$ cat config.mk
export PLATFORM = sky130hd
export DESIGN_NAME = imem_fetch_sequencer
export DESIGN_NICKNAME = d
export VERILOG_FILES = /design/src/rtl/imem_fetch_sequencer_pkg.sv /design/src/rtl/imem_fetch_sequencer_fetch_queue.sv /design/src/rtl/imem_fetch_sequencer.sv
export SDC_FILE = /design/constraint.sdc
export NUM_CORES = 1
export LEC_CHECK = 0
export CORE_MARGIN = 4
export CORE_UTILIZATION = 35
export DETAILED_ROUTE_END_ITERATION = 8
export GPL_TIMING_DRIVEN = 0
export SLEW_MARGIN = 20
export SYNTH_ARGS = -nofsm -noshare
export SYNTH_HDL_FRONTEND = slang
export SYNTH_HIERARCHICAL = 1
export SYNTH_SLANG_ARGS = --single-unit
$ cat constraint.sdc
create_clock -name Clk -period 9.03 [get_ports Clk]
set_input_delay 1.806 -clock Clk [delete_from_list [all_inputs] [get_ports Clk]]
set_output_delay 1.806 -clock Clk [all_outputs]
set_load 0.005 [all_outputs]
$ cat src/rtl/imem_fetch_sequencer_pkg.sv
// imem_fetch_sequencer_pkg
//   Shared types and constants for the instruction fetch sequencer:
//   FSM state encoding, fetch queue entry layout, PC step, NOP word and
//   the illegal-PC predicate.
package imem_fetch_sequencer_pkg;

  typedef enum logic [1:0] {
    S_IDLE  = 2'd0,
    S_FETCH = 2'd1,
    S_DRAIN = 2'd2,
    S_FAULT = 2'd3
  } fetch_state_e;

  localparam int unsigned INSTR_W  = 32;
  localparam logic [31:0] PC_STEP  = 32'd4;
  localparam logic [31:0] NOP_WORD = 32'h2000_0000;

  typedef struct packed {
    logic [31:0]        pc;
    logic [INSTR_W-1:0] instr;
  } fetch_entry_t;

  // limit is 4*IMEM_WORDS, carried at 33 bits so it cannot wrap.
  function automatic logic pc_illegal(input logic [31:0] pc, input logic [32:0] limit);
    return (pc[1:0] != 2'b00) || ({1'b0, pc} >= limit);
  endfunction

endpackage

$ cat src/rtl/imem_fetch_sequencer_fetch_queue.sv
// fetch_queue
//   Circular FIFO, DEPTH entries (power of two, >= 2) of WIDTH bits.
//   Pointers carry an extra wrap bit; full/empty come from pointer compare.
//   Ports:
//     clk, rst_n         clock, asynchronous active-low reset
//     flush              empties the queue (wins over push/pop)
//     push, wdata        write; accepted when not full or when popping
//     pop                read advance; ignored when empty
//     rdata              head entry (stale when empty)
//     full, empty, count occupancy status
module fetch_queue #(
  parameter int unsigned DEPTH = 2,
  parameter int unsigned WIDTH = 64
) (
  input  logic                       clk,
  input  logic                       rst_n,
  input  logic                       flush,
  input  logic                       push,
  input  logic                       pop,
  input  logic [WIDTH-1:0]           wdata,
  output logic [WIDTH-1:0]           rdata,
  output logic                       full,
  output logic                       empty,
  output logic [$clog2(DEPTH):0]     count
);

  localparam int unsigned AW = $clog2(DEPTH);

  logic [WIDTH-1:0] mem [DEPTH];
  logic [AW:0]      wr_q;
  logic [AW:0]      rd_q;
  logic             do_push;
  logic             do_pop;

  assign empty   = (wr_q == rd_q);
  assign full    = (wr_q[AW] != rd_q[AW]) && (wr_q[AW-1:0] == rd_q[AW-1:0]);
  assign count   = wr_q - rd_q;
  assign do_pop  = pop && !empty;
  assign do_push = push && (!full || do_pop);
  assign rdata   = mem[rd_q[AW-1:0]];

  always_ff @(posedge clk or negedge rst_n) begin
    if (!rst_n) begin
      wr_q <= '0;
      rd_q <= '0;
    end else if (flush) begin
      wr_q <= '0;
      rd_q <= '0;
    end else begin
      if (do_push) wr_q <= wr_q + 1'b1;
      if (do_pop)  rd_q <= rd_q + 1'b1;
    end
  end

  always_ff @(posedge clk) begin
    if (do_push && !flush) mem[wr_q[AW-1:0]] <= wdata;
  end

endmodule

$ cat src/rtl/imem_fetch_sequencer.sv
// imem_fetch_sequencer
//   Owns the PC, addresses the combinational instruction memory and queues
//   {PC, instruction} pairs for decode over a valid/ready handshake.
//   Handles start, halt/drain, branch redirect with flush and illegal-PC fault.
//   Optional macro FETCH_PERF_CNT_EN adds saturating FetchCount/StallCount.
//   Ports:
//     Clk, Rst_n             clock, asynchronous active-low reset
//     Start                  pulse: restart fetching from RESET_PC
//     Halt                   level: stop fetching, drain queue
//     Redirect, RedirectPC   pulse + target: flush and refetch at target
//     IMemAddr / IMemData    instruction memory address / word
//     InstrValid/Instr/InstrPC/InstrReady  decode handshake (queue head)
//     Busy                   state != IDLE
//     Fault                  sticky illegal-PC flag
//     FetchCount/StallCount  (FETCH_PERF_CNT_EN only) pushes / full-stall cycles
module imem_fetch_sequencer
  import imem_fetch_sequencer_pkg::*;
#(
  parameter logic [31:0] RESET_PC   = 32'd0,
  parameter int unsigned IMEM_WORDS = 256,
  parameter int unsigned QDEPTH     = 2
) (
  input  logic        Clk,
  input  logic        Rst_n,
  input  logic        Start,
  input  logic        Halt,
  input  logic        Redirect,
  input  logic [31:0] RedirectPC,
  output logic [31:0] IMemAddr,
  input  logic [31:0] IMemData,
  output logic        InstrValid,
  output logic [31:0] Instr,
  output logic [31:0] InstrPC,
  input  logic        InstrReady,
  output logic        Busy,
  output logic        Fault
`ifdef FETCH_PERF_CNT_EN
  ,
  output logic [31:0] FetchCount,
  output logic [31:0] StallCount
`endif
);

  localparam int unsigned QAW      = $clog2(QDEPTH) + 1;
  localparam logic [32:0] PC_LIMIT = {1'b0, 32'(IMEM_WORDS)} << 2;

  fetch_state_e   state_q, state_d;
  logic [31:0]    pc_q, pc_d;
  logic           fault_q, fault_d;
  logic           start_go;
  logic           q_push, q_pop, q_flush, q_full, q_empty;
  logic [QAW-1:0] q_count;
  fetch_entry_t   q_wdata, q_rdata;

  fetch_queue #(
    .DEPTH(QDEPTH),
    .WIDTH($bits(fetch_entry_t))
  ) u_queue (
    .clk   (Clk),
    .rst_n (Rst_n),
    .flush (q_flush),
    .push  (q_push),
    .pop   (q_pop),
    .wdata (q_wdata),
    .rdata (q_rdata),
    .full  (q_full),
    .empty (q_empty),
    .count (q_count)
  );

  always_ff @(posedge Clk or negedge Rst_n) begin
    if (!Rst_n) begin
      state_q <= S_IDLE;
      pc_q    <= RESET_PC;
      fault_q <= 1'b0;
    end else begin
      state_q <= state_d;
      pc_q    <= pc_d;
      fault_q <= fault_d;
    end
  end

  always_comb begin
    state_d        = state_q;
    pc_d           = pc_q;
    fault_d        = fault_q;
    start_go       = 1'b0;
    q_flush        = 1'b0;
    q_push         = 1'b0;
    q_pop          = !q_empty && InstrReady;
    q_wdata.pc     = pc_q;
    q_wdata.instr  = IMemData;

    if (Redirect && (state_q == S_FETCH || state_q == S_DRAIN)) begin
      q_flush = 1'b1;
      pc_d    = RedirectPC;
      state_d = S_FETCH;
    end else if (Start) begin
      q_flush  = 1'b1;
      pc_d     = RESET_PC;
      fault_d  = 1'b0;
      start_go = 1'b1;
      state_d  = S_FETCH;
    end else begin
      case (state_q)
        S_FETCH: begin
          if (Halt) begin
            state_d = S_DRAIN;
          end else if (!q_full || q_pop) begin
            // PC legality is judged only when a push would actually happen.
            if (pc_illegal(pc_q, PC_LIMIT)) begin
              fault_d = 1'b1;
              q_flush = 1'b1;
              state_d = S_FAULT;
            end else begin
              q_push = 1'b1;
              pc_d   = pc_q + PC_STEP;
            end
          end
        end
        S_DRAIN: begin
          if (!Halt) begin
            state_d = S_FETCH;
          end else if (q_empty || (q_pop && q_count == QAW'(1))) begin
            state_d = S_IDLE;
          end
        end
        default: ;
      endcase
    end
  end

  assign IMemAddr   = pc_q;
  assign InstrValid = !q_empty;
  assign Instr      = q_empty ? '0 : q_rdata.instr;
  assign InstrPC    = q_empty ? '0 : q_rdata.pc;
  assign Busy       = (state_q != S_IDLE);
  assign Fault      = fault_q;

`ifdef FETCH_PERF_CNT_EN
  logic [31:0] fetch_cnt_q, stall_cnt_q;

  always_ff @(posedge Clk or negedge Rst_n) begin
    if (!Rst_n) begin
      fetch_cnt_q <= '0;
      stall_cnt_q <= '0;
    end else if (start_go) begin
      fetch_cnt_q <= '0;
      stall_cnt_q <= '0;
    end else begin
      if (q_push && fetch_cnt_q != '1) fetch_cnt_q <= fetch_cnt_q + 32'd1;
      if (state_q == S_FETCH && q_full && !q_pop && stall_cnt_q != '1)
        stall_cnt_q <= stall_cnt_q + 32'd1;
    end
  end

  assign FetchCount = fetch_cnt_q;
  assign StallCount = stall_cnt_q;
`endif

endmodule

==> results of run 1 <==
## logic make-up after synthesis
family          count (synthesis)
compound gates                 53
xor+xnor                        6
fa+ha+maj                       6
buf+inv                        38
flops                         167
mux                            66
simple gates                  161
## cell type report
class,count,area share [%]
Sequential cell,167,48.3
Multi-Input combinational cell,292,22.2
Timing Repair Buffer,185,18.3
Clock buffer,17,4.26
Tap cell,270,3.38
Clock inverter,15,1.92
Buffer,25,1.17
Inverter,13,0.489
## power by group through the flow
| stage | Sequential, uW | Combinational [uW] | Clock, uW |
|---|---|---|---|
| after floorplan | 918 | 76.0 | 0 |
| after global placement | 929 | 197 | 0 |
| after detailed placement | 932 | 202 | 0 |
| after CTS | 916 | 203 | 784 |
| after global routing | 921 | 217 | 819 |
| final | 915 | 200 | 765 |
## per-layer routing
layer / vias up / wire [um] / track usage [%] / part of all wire (%)
li1: 2227 / - / - / -
met1: 2363 / 7910 / 20.8 / 42
met2: 166 / 9230 / 27.5 / 49
met3: 21 / 1230 / 3.92 / 6.6
met4: 0 / 273 / 5.26 / 1.5
met5: - / 0 / 0 / 0
## through the flow
step	setup slack [ps]	std cells	util, %	hold slack, ps
floorplan	1320	497	-	486
global route	3580	984	49.3	560
CTS	3790	984	49.3	543
finish	3800	984	49.3	549
global placement	-2670	935	45.5	501
detailed placement	3350	952	46.3	526
## flip-flops by register name, indices dropped and copies added, names as in the netlist
signal	cells
u_queue/wr_q	2
u_queue/rd_q	2
u_queue/mem	128
Fault	1
IMemAddr	32
state_q	2
## critical path: stages
cell and delay [ps]:
sky130_fd_sc_hd__clkdlybuf4s50_1 450, sky130_fd_sc_hd__and2_1 170, sky130_fd_sc_hd__clkbuf_1 130, sky130_fd_sc_hd__nor2_1 200
sky130_fd_sc_hd__clkbuf_1 530, sky130_fd_sc_hd__nand2_1 100, sky130_fd_sc_hd__clkbuf_1 260, sky130_fd_sc_hd__nor3_2 750
sky130_fd_sc_hd__buf_4 330, sky130_fd_sc_hd__buf_4 210, sky130_fd_sc_hd__buf_4 210, sky130_fd_sc_hd__buf_4 190
## final timing paths
path,end
worst max-delay path,u_queue/mem[0][33]
worst min-delay path,u_queue/mem[0][57]
worst max register to register,u_queue/mem[0][33]
worst min register to register,u_queue/mem[0][57]
max in group asynchronous,IMemAddr[18]
min in group asynchronous,IMemAddr[5]
## Yosys cell counts (3+ instances only)
library cell and count:
sky130_fd_sc_hd__buf_2 9, sky130_fd_sc_hd__nor3_1 4, sky130_fd_sc_hd__nand3_1 6, sky130_fd_sc_hd__nor4_1 4
sky130_fd_sc_hd__dfrtp_1 39, sky130_fd_sc_hd__nand4_1 3, sky130_fd_sc_hd__ha_1 6, sky130_fd_sc_hd__clkbuf_1 13
sky130_fd_sc_hd__a22o_1 12, sky130_fd_sc_hd__nand2b_1 4, sky130_fd_sc_hd__a21oi_1 11, sky130_fd_sc_hd__mux2_2 66
sky130_fd_sc_hd__nand3b_1 11, sky130_fd_sc_hd__xnor2_1 3, sky130_fd_sc_hd__o211ai_1 3, sky130_fd_sc_hd__and3_1 3
sky130_fd_sc_hd__o21ai_0 7, sky130_fd_sc_hd__edfxtp_1 128, sky130_fd_sc_hd__and2_1 4, sky130_fd_sc_hd__inv_1 13
sky130_fd_sc_hd__nand2_1 40, sky130_fd_sc_hd__nor2_1 8, sky130_fd_sc_hd__nor2b_1 69
==> impl_metrics.xml, run 1 <==
<?xml version="1.0" encoding="UTF-8"?>
<metrics>
  <group name="outcome">
    <metric name="run_status" unit="">complete, no violations</metric>
  </group>
  <group name="synthesis">
    <metric name="yosysTopAreaCellShare" unit="%">53.5</metric>
    <metric name="synth_edf_count" unit="">128</metric>
    <metric name="fraction_of_registers_with_async_set_or_reset_after_synthesis" unit="%">23.4</metric>
    <metric name="synth.net_count" unit="">573</metric>
    <metric name="synth_cells" unit="">497</metric>
    <metric name="synth_area_leaders" unit="">sky130_fd_sc_hd__edfxtp_1, sky130_fd_sc_hd__dfrtp_1, sky130_fd_sc_hd__mux2_2, sky130_fd_sc_hd__nor2b_1, sky130_fd_sc_hd__nand2_1</metric>
    <metric name="post-synth-top-area-cell" unit="">sky130_fd_sc_hd__edfxtp_1</metric>
    <metric name="synth_compound_gate_area_share" unit="%">5.59</metric>
    <metric name="synth_seq_cells" unit="">167</metric>
    <metric name="synth-seq-area-share" unit="%">67.0</metric>
    <metric name="synth_simple_gate_area_share" unit="%">12.8</metric>
    <metric name="mappedNetlistArea" unit="mm2">0.00719</metric>
    <metric name="dominant_combinational_cell_family_by_area_after_synthesis" unit="">simple AND/OR/NAND/NOR gates</metric>
    <metric name="average_cell_area_after_synthesis" unit="um2">14.5</metric>
    <metric name="synth_ff_type" unit="">sky130_fd_sc_hd__edfxtp_1</metric>
    <metric name="post_synth_fa_ha_maj_area_fraction" unit="%">1.04</metric>
    <metric name="synth_warnings" unit="">6</metric>
    <metric name="synth_mux_area_share" unit="%">10.3</metric>
    <metric name="synthDistinctLibCells" unit="">46</metric>
    <metric name="synth_xor_xnor_area_share" unit="%">0.836</metric>
  </group>
  <group name="pwr">
    <metric name="combinational_share_of_power" unit="%">10.6</metric>
    <metric name="p_sw" unit="uW">457</metric>
    <metric name="power.ir.vdd_worst" unit="V">0.000126</metric>
    <metric name="leakage_power_summed_over_all_cells" unit="uW">0.00356</metric>
    <metric name="power_per_cell_area" unit="mW/mm2">188</metric>
    <metric name="totalPowerFinal" unit="uW">1880</metric>
    <metric name="power.internal" unit="uW">1420</metric>
    <metric name="power_frac_clock" unit="%">40.7</metric>
    <metric name="switching_share" unit="%">24.3</metric>
    <metric name="sequential_power_share" unit="%">48.7</metric>
  </group>
  <group name="worst_hold_path">
    <metric name="hold_class" unit="">reg2reg</metric>
    <metric name="min_from" unit="">IMemAddr[25]</metric>
    <metric name="holdPathStages" unit="">0</metric>
  </group>
  <group name="routing">
    <metric name="detail_route.iter0.violations" unit="">279</metric>
    <metric name="post-route-drc-count" unit="">0</metric>
    <metric name="route.detailed.wl_per_inst" unit="um">19.0</metric>
    <metric name="drt-total-wl" unit="um">18600</metric>
    <metric name="route.vias.total" unit="">4777</metric>
    <metric name="drtAntennaViolNets" unit="">0</metric>
    <metric name="drt_first_pass_iters" unit="">7</metric>
    <metric name="routed_via_count_divided_by_cell_count" unit="">4.85</metric>
  </group>
  <group name="placed_design">
    <metric name="portBuffers" unit="">168</metric>
    <metric name="globalplace.congestion" unit="">0.810</metric>
    <metric name="dp.final_hpwl" unit="um">13500</metric>
    <metric name="placed_cell_area" unit="mm2">0.00937</metric>
  </group>
  <group name="finish">
    <metric name="multi_input_comb_area" unit="mm2">0.00221</metric>
    <metric name="fillCellCount" unit="">1778</metric>
    <metric name="fin_nets" unit="">777</metric>
    <metric name="num_antenna_cells" unit="">0</metric>
    <metric name="register_area" unit="mm2">0.00482</metric>
    <metric name="final_common_cell" unit="">sky130_fd_sc_hd__clkdlybuf4s50_1</metric>
    <metric name="area_grow_syn2layout" unit="%">38.9</metric>
    <metric name="mostFrequentLayoutCells" unit="">sky130_fd_sc_hd__clkdlybuf4s50_1, sky130_fd_sc_hd__edfxtp_1, sky130_fd_sc_hd__nor2b_1, sky130_fd_sc_hd__mux2_2, sky130_fd_sc_hd__nand2_1</metric>
    <metric name="stdcell_area" unit="mm2">0.00998</metric>
    <metric name="fraction_of_layout_cells_with_a_size_suffix_above_1" unit="%">19.3</metric>
  </group>
  <group name="clock_tree">
    <metric name="cts_root_buf" unit="">sky130_fd_sc_hd__clkbuf_16</metric>
    <metric name="cts_made_buffers" unit="">17</metric>
    <metric name="path_clk_slew" unit="ps">70</metric>
    <metric name="hold_buffers" unit="">0</metric>
    <metric name="cts.sinks" unit="">167</metric>
    <metric name="cts_htree_levels" unit="">4</metric>
    <metric name="post_cts_buffers" unit="">0</metric>
    <metric name="cts.path.max_buffers" unit="">2</metric>
    <metric name="tritoncts" unit="">yes</metric>
    <metric name="postcts_resize_cnt" unit="">0</metric>
    <metric name="worstSkewPairLatency" unit="ps">420</metric>
  </group>
  <group name="run">
    <metric name="drv.max_cap_violation_count" unit="">0</metric>
  </group>
  <group name="worst_setup_path">
    <metric name="crit_path_start_kind" unit="">input pin</metric>
    <metric name="worstSetupStartpoint" unit="">Redirect</metric>
    <metric name="timing.rr.start" unit="">u_queue/wr_q[0]</metric>
    <metric name="rr_worst_depth" unit="">15</metric>
    <metric name="criticalPathCategory" unit="">in2reg</metric>
    <metric name="cp_data_arrival_time" unit="ps">5360</metric>
    <metric name="cp_max_fo" unit="">10</metric>
    <metric name="cp-end-kind" unit="">register</metric>
    <metric name="timing.reg2reg.setup_slack" unit="ps">4600</metric>
    <metric name="cp_data_required_time" unit="ps">9160</metric>
  </group>
  <group name="floorplan">
    <metric name="io_pins" unit="">169</metric>
    <metric name="design.core.area" unit="mm2">0.0202</metric>
    <metric name="fp.dieArea" unit="mm2">0.0229</metric>
    <metric name="initial_utilization" unit="%">35.5</metric>
    <metric name="die_w" unit="um">151</metric>
    <metric name="chipHeight" unit="um">151</metric>
    <metric name="num_rows" unit="">52</metric>
  </group>
  <group name="timing">
    <metric name="finalClockSkew" unit="ps">9.32</metric>
    <metric name="slew_violations" unit="">0</metric>
    <metric name="finalHoldViolCount" unit="">0</metric>
    <metric name="post_route_setup_tns" unit="ps">0</metric>
    <metric name="timing.final.crit_share" unit="%">57.9</metric>
    <metric name="timing.final.crit_period" unit="ps">5230</metric>
    <metric name="achievable-frequency" unit="MHz">191</metric>
    <metric name="worst_pin_slew" unit="ps">820</metric>
    <metric name="rsz0062_at_grt" unit="">false</metric>
    <metric name="slew-limit-headroom" unit="%">45.0</metric>
    <metric name="timing.final.setup_violations" unit="">0</metric>
  </group>
  <group name="global_route">
    <metric name="first_global_vias" unit="">4947</metric>
    <metric name="antenna_found_initial" unit="">0</metric>
    <metric name="global_route.usage.total" unit="%">16.3</metric>
    <metric name="globalRouteOverflowTotal" unit="">0</metric>
    <metric name="grt_pass1_wl" unit="um">28100</metric>
    <metric name="pin_count_of_the_biggest_net_entering_global_routing" unit="">30</metric>
  </group>
</metrics>
Power figures use the tool's default switching activity.
==> run 2: changes to the inputs <==
==> constraint.sdc (replaced) <==
create_clock -name Clk -period 5.4 [get_ports Clk]
set_input_delay 1.08 -clock Clk [delete_from_list [all_inputs] [get_ports Clk]]
set_output_delay 1.08 -clock Clk [all_outputs]
set_load 0.005 [all_outputs]
==> results of run 2 <==
The final DEF is identical to that of run 1. Status: complete, no violations.
Main changes from that run: setup slack after placement 3350 ps -> 443 ps; setup slack after layout 3800 ps -> 893 ps; hold slack 549 ps -> 531 ps; register-to-register setup slack 4600 ps -> 970 ps; total power 1880 uW -> 3140 uW; worst IR drop on VDD 0.000126 V -> 0.000211 V
